File: config.mk
export PLATFORM = sky130hd
export DESIGN_NAME = pwm_gen
export DESIGN_NICKNAME = d
export VERILOG_FILES = /design/src/rtl/output_pkg.sv /design/src/rtl/pwm_prescaler.sv /design/src/rtl/pwm_gen.sv
export SDC_FILE = /design/constraint.sdc
export NUM_CORES = 1
export LEC_CHECK = 0
export BUFFER_PORTS_ARGS = -buffer_cell sky130_fd_sc_hd__buf_4
export CAP_MARGIN = 10
export CORE_MARGIN = 1
export CORE_UTILIZATION = 55
export DETAILED_ROUTE_END_ITERATION = 8
export MAX_ROUTING_LAYER = met4
export PLACE_DENSITY_LB_ADDON = 0.05
export RECOVER_POWER = 50
export SLEW_MARGIN = 0
export SYNTH_ARGS = -nofsm -noshare
export SYNTH_HDL_FRONTEND = slang
export SYNTH_SLANG_ARGS = --single-unit
File: constraint.sdc
create_clock -name clk -period 2.1 [get_ports clk]
set_clock_uncertainty 0.05 [all_clocks]
set_input_delay 0.315 -clock clk [delete_from_list [all_inputs] [get_ports clk]]
set_output_delay 0.315 -clock clk [all_outputs]
set_load 0.005 [all_outputs]
File: src/rtl/output_pkg.sv
// -----------------------------------------------------------------------------
// output_pkg
// Shared types and defaults for the analog output path.
//   pwm_state_t          : states of the PWM generator (idle / running / draining)
//   PWM_WIDTH_DEFAULT    : default duty/sample width
//   PWM_PRESCALE_DEFAULT : default clock cycles per PWM tick
//   pwm_period_ticks()   : ticks in one PWM period for a given width
// -----------------------------------------------------------------------------
package output_pkg;

  typedef enum logic [1:0] {
    PWM_IDLE,
    PWM_RUN,
    PWM_DRAIN
  } pwm_state_t;

  localparam int PWM_WIDTH_DEFAULT    = 8;
  localparam int PWM_PRESCALE_DEFAULT = 4;

  // One code short of 2^width so that the all-ones duty code stays high for
  // the whole period.
  function automatic int pwm_period_ticks(input int width);
    return (1 << width) - 1;
  endfunction

endpackage

File: src/rtl/pwm_prescaler.sv
// -----------------------------------------------------------------------------
// pwm_prescaler
// Divides the system clock down to the PWM tick rate.
//   clk   : system clock
//   reset : synchronous active-low reset
//   clear : hold the prescale counter at zero
//   run   : advance the prescale counter
//   tick  : high in the last clock cycle of each tick (pre == PRESCALE-1)
// -----------------------------------------------------------------------------
module pwm_prescaler
  import output_pkg::*;
#(
  parameter int PRESCALE = PWM_PRESCALE_DEFAULT
) (
  input  logic clk,
  input  logic reset,
  input  logic clear,
  input  logic run,
  output logic tick
);

  // A one-bit counter is kept even for PRESCALE=1; it simply never leaves 0.
  localparam int PW = (PRESCALE > 1) ? $clog2(PRESCALE) : 1;
  localparam logic [PW-1:0] PRE_MAX = PW'(PRESCALE - 1);

  logic [PW-1:0] pre_q, pre_d;

  always_comb begin
    pre_d = pre_q;
    if (clear) begin
      pre_d = '0;
    end else if (run) begin
      pre_d = (pre_q == PRE_MAX) ? '0 : pre_q + 1'b1;
    end
  end

  always_ff @(posedge clk) begin
    if (!reset) begin
      pre_q <= '0;
    end else begin
      pre_q <= pre_d;
    end
  end

  assign tick = run && !clear && (pre_q == PRE_MAX);

endmodule

File: src/rtl/pwm_gen.sv
// -----------------------------------------------------------------------------
// pwm_gen
// Turns a stream of duty codes into a PWM waveform. Samples land in a
// one-deep pending register and are only committed at period boundaries, so
// duty changes never produce a glitch. Dropping pwm_enable lets the current
// period finish before going idle.
//   clk          : system clock
//   reset        : synchronous active-low reset
//   pwm_enable   : level, 1 = produce PWM
//   sample_data  : duty code (all ones = 100 %)
//   sample_valid : sample_data valid
//   sample_ready : a sample can be accepted
//   pwm_out      : PWM waveform
//   period_start : one-cycle pulse in the first cycle of every period
//   active       : generator is not idle
// -----------------------------------------------------------------------------
module pwm_gen
  import output_pkg::*;
#(
  parameter int WIDTH    = PWM_WIDTH_DEFAULT,
  parameter int PRESCALE = PWM_PRESCALE_DEFAULT
) (
  input  logic             clk,
  input  logic             reset,
  input  logic             pwm_enable,
  input  logic [WIDTH-1:0] sample_data,
  input  logic             sample_valid,
  output logic             sample_ready,
  output logic             pwm_out,
  output logic             period_start,
  output logic             active
);

  // Last count value of a period: 2^WIDTH-2.
  localparam logic [WIDTH-1:0] CNT_MAX = WIDTH'(pwm_period_ticks(WIDTH) - 1);

  pwm_state_t       state_q, state_d;
  logic [WIDTH-1:0] cnt_q, cnt_d;
  logic [WIDTH-1:0] duty_act_q, duty_act_d;
  logic [WIDTH-1:0] duty_pend_q, duty_pend_d;
  logic             pend_valid_q, pend_valid_d;
  logic             period_start_q, period_start_d;

  logic tick;
  logic boundary;
  logic commit;
  logic accept;
  logic pre_clear;

  assign pre_clear = (state_q == PWM_IDLE);

  pwm_prescaler #(
    .PRESCALE(PRESCALE)
  ) u_prescaler (
    .clk  (clk),
    .reset(reset),
    .clear(pre_clear),
    .run  (!pre_clear),
    .tick (tick)
  );

  assign boundary     = tick && (cnt_q == CNT_MAX);
  assign sample_ready = reset && !pend_valid_q;
  assign accept       = sample_valid && sample_ready;

  // Next-state logic. A boundary with pwm_enable high always starts a new
  // period (commit + period_start), whether we were running or draining;
  // with pwm_enable low it ends in IDLE without touching the duty.
  always_comb begin
    state_d        = state_q;
    cnt_d          = cnt_q;
    duty_act_d     = duty_act_q;
    duty_pend_d    = duty_pend_q;
    pend_valid_d   = pend_valid_q;
    period_start_d = 1'b0;
    commit         = 1'b0;

    if (tick) begin
      cnt_d = boundary ? '0 : cnt_q + 1'b1;
    end

    case (state_q)
      PWM_IDLE: begin
        cnt_d = '0;
        if (pwm_enable) begin
          state_d        = PWM_RUN;
          commit         = 1'b1;
          period_start_d = 1'b1;
        end
      end
      PWM_RUN: begin
        if (boundary) begin
          if (pwm_enable) begin
            commit         = 1'b1;
            period_start_d = 1'b1;
          end else begin
            state_d = PWM_IDLE;
          end
        end else if (!pwm_enable) begin
          state_d = PWM_DRAIN;
        end
      end
      PWM_DRAIN: begin
        if (boundary) begin
          if (pwm_enable) begin
            state_d        = PWM_RUN;
            commit         = 1'b1;
            period_start_d = 1'b1;
          end else begin
            state_d = PWM_IDLE;
          end
        end else if (pwm_enable) begin
          state_d = PWM_RUN;
        end
      end
      default: state_d = PWM_IDLE;
    endcase

    // Commit and accept are mutually exclusive on pend_valid_q, so a sample
    // taken on a boundary edge waits for the following boundary.
    if (commit && pend_valid_q) begin
      duty_act_d   = duty_pend_q;
      pend_valid_d = 1'b0;
    end
    if (accept) begin
      duty_pend_d  = sample_data;
      pend_valid_d = 1'b1;
    end
  end

  always_ff @(posedge clk) begin
    if (!reset) begin
      state_q        <= PWM_IDLE;
      cnt_q          <= '0;
      duty_act_q     <= '0;
      duty_pend_q    <= '0;
      pend_valid_q   <= 1'b0;
      period_start_q <= 1'b0;
    end else begin
      state_q        <= state_d;
      cnt_q          <= cnt_d;
      duty_act_q     <= duty_act_d;
      duty_pend_q    <= duty_pend_d;
      pend_valid_q   <= pend_valid_d;
      period_start_q <= period_start_d;
    end
  end

  assign active       = (state_q != PWM_IDLE);
  assign pwm_out      = active && (cnt_q < duty_act_q);
  assign period_start = period_start_q;

endmodule

==> reports/metrics.yaml <==
logic_synthesis:
  synth_area_leaders: "dfxtp_1, ha_1, mux2i_1"
  synth_fp_nets: 195
  synth_flop_cell: "dfxtp_1"
  yosysTopAreaCell: "dfxtp_1"
  syn_avg_cell_area_um2: 9.13
  yosys_warnings: 0
  ys_ff_latch: 30
  ys_seq_area_frac: 0.389
  synth-edff-count: 0
  synthArstFlopShare: 0
  syn_area_um2: 1540
  synth_top_area_share: 0.389
  synth.distinct_cells: 33
  synth_cells: 169
sta:
  fin_hold_ws_ns: 0.180
  fmax_ghz: 0.493
  period_needed_ns: 2.03
  timing.final.ws_setup_ns: 0.0730
  setup_viol: 0
  hold_viol_final: 0
  worst_pin_slew_ns: 0.522
  slew_headroom: 0.652
  report.final.slew_viol_count: 0
  period_share: 0.965
setup_path:
  worst_setup_path_end_kind: "output port"
  r2r-end: "duty_act_q[1]"
  ff2ff_setup_slack_ns: 0.14
  r2r_start: "state_q[0]"
  worst-r2r-cell-count: 6
  setup.worst_path.start: "duty_act_q[2]"
  criticalPathCategory: "flop to output port"
  worst_setup_path_start_kind: "flop"
  required_ns: 1.74
  arrival_ns: 1.66
  crit_fanout: 2
  crit_end: "pwm_out"
clock_tree:
  htreeDepth: 2
  clk_latency_ns: 0.34
  cts_tree: "yes"
  cts_buffer_depth: 2
  path_clk_slew_ns: 0.10
  root_buffer: "clkbuf_4"
  cts.sinks: 30
  cts_made_buffers: 5
routing:
  route.vias.total: 1193
  viasPerCell: 5.50
  wl_um: 2960
  wl_per_cell_um: 13.6
  drcViolationCount: 0
  first_pass_iters: 4
  ant_nets: 0
  drt_iter0_markers: 29
global_route:
  grt_pass1_wl_um: 4810
  grt_pass1_vias: 1138
  overflow: 0
  grt_antenna_before_repair: 0
  grt_start_max_net_pins: 31
  grt.total_usage: 0.239
status:
  status: "complete, no violations"
final_layout:
  final_util: 0.695
  syn_to_final_growth_pct: 15.7
  diodes: 0
  fin_nets: 212
  layout_common_cells: "dfxtp_1, nand2_1, mux2i_1, buf_4, ha_1"
  drive_gt1_frac: 0.198
  multiInputGateArea_um2: 887
  fillers: 220
  regArea_um2: 608
  final_common_cell: "dfxtp_1"
power_and_ir_drop:
  power_w: 0.00123
  peakVddDrop_uv: 609
  p_leak_nw: 0.711
  powerDensity_nw_per_um2: 689
die:
  rows: 18
  core_um2: 2570
  die_area_um2: 3020
  die_h_um: 55.0
  die_x_um: 55.0
  io_pins: 16
  initial_core_util: 0.601
place:
  place_ws_ns: 0.127
  numPortBuffers: 15
  dp_hpwl_um: 2100
  place_congestion: 0.788
run:
  maxCapViolCount: 0
min_path:
  hp-class: "primary input to flop"
-- layout make-up --
cell class                 count  area share
sequential                    30       0.341
multi-input combinational    120       0.497
clock inverter                 2      0.0210
tap                           30      0.0210
inverter                      11      0.0231
timing repair buffer          18      0.0736
clock buffer                   6      0.0231
-- worst min-delay path by stage --
stage / startpoint / endpoint / slack (ns) / cells past startpoint
after floorplan: u_prescaler.pre_q[0] / u_prescaler.pre_q[0] / 0.35 / 1
final: sample_data[4] / duty_pend_q[4] / 0.18 / 3
after CTS: sample_data[7] / duty_pend_q[7] / 0.18 / 3
after detailed placement: u_prescaler.pre_q[0] / u_prescaler.pre_q[0] / 0.37 / 1
after global routing: sample_data[1] / duty_pend_q[1] / 0.19 / 3
after global placement: u_prescaler.pre_q[0] / u_prescaler.pre_q[0] / 0.37 / 1
-- where the power goes --
| group | total, W | internal (W) | switching (W) |
|---|---|---|---|
| Clock | 0.000460 | 0.000251 | 0.000209 |
| Sequential | 0.000607 | 0.000591 | 0.0000160 |
| Combinational | 0.000162 | 0.0000807 | 0.0000817 |
-- flip-flops by register name, summed over array words and instances (netlist names) --
register / flops
cnt_q: 8
duty_act_q: 8
duty_pend_q: 8
pend_valid_q: 1
period_start: 1
state_q: 2
u_prescaler.pre_q: 2
-- synth_stat cells (2+ instances only) --
| cell type | instances |
|---|---|
| dfxtp_1 | 30 |
| nand2_1 | 22 |
| mux2i_1 | 17 |
| ha_1 | 14 |
| inv_1 | 11 |
| nor2b_1 | 11 |
| nand3_1 | 9 |
| a21oi_1 | 6 |
| clkbuf_1 | 5 |
| nor2_1 | 5 |
| nor3_1 | 5 |
| a31oi_1 | 4 |
| o21ai_0 | 4 |
| a21o_1 | 2 |
| and4bb_2 | 2 |
| buf_6 | 2 |
| nand2b_1 | 2 |
| o31ai_1 | 2 |
| xor2_1 | 2 |
-- per-stage QoR --
stage          setup TNS [ns]  instances  instance area [um2]
2_1_floorplan               0        169                 1540
3_3_place_gp                0        209                 1670
3_5_place_dp                0        209                 1670
4_1_cts                     0        217                 1750
5_1_grt              -0.00796        217                 1780
6_report                    0        217                 1780
-- kinds of logic after synthesis --
kind of cell,share of synthesized area
simple gates,0.217
flops,0.389
compound gates,0.0957
buf+inv,0.0568
mux,0.110
fa+ha+maj,0.114
xor+xnor,0.0170
-- critical path, stage by stage (launching register included) --
cell	delay, ns
dfxtp_2	0.35
inv_2	0.04
ha_4	0.21
a21o_1	0.18
a31oi_1	0.16
o21ai_1	0.08
a31oi_1	0.17
buf_4	0.13
-- timing repair --
item                                    CTS  global route
endpoints found under the setup margin    1             2
gates resized for setup                   2            10
pin swaps                                 2             1
hold buffers                              0             0
setup buffers                             0             0
-- metal layers --
layer	track usage	up-vias	wire length, um	part of all wire
met5	-	-	0	0
met3	0.0574	9	127	0.043
met2	0.400	27	1430	0.48
met1	0.262	539	1340	0.45
met4	0.125	0	62	0.021
li1	-	618	-	-
No activity file was read; power rests on OpenSTA's default activity.
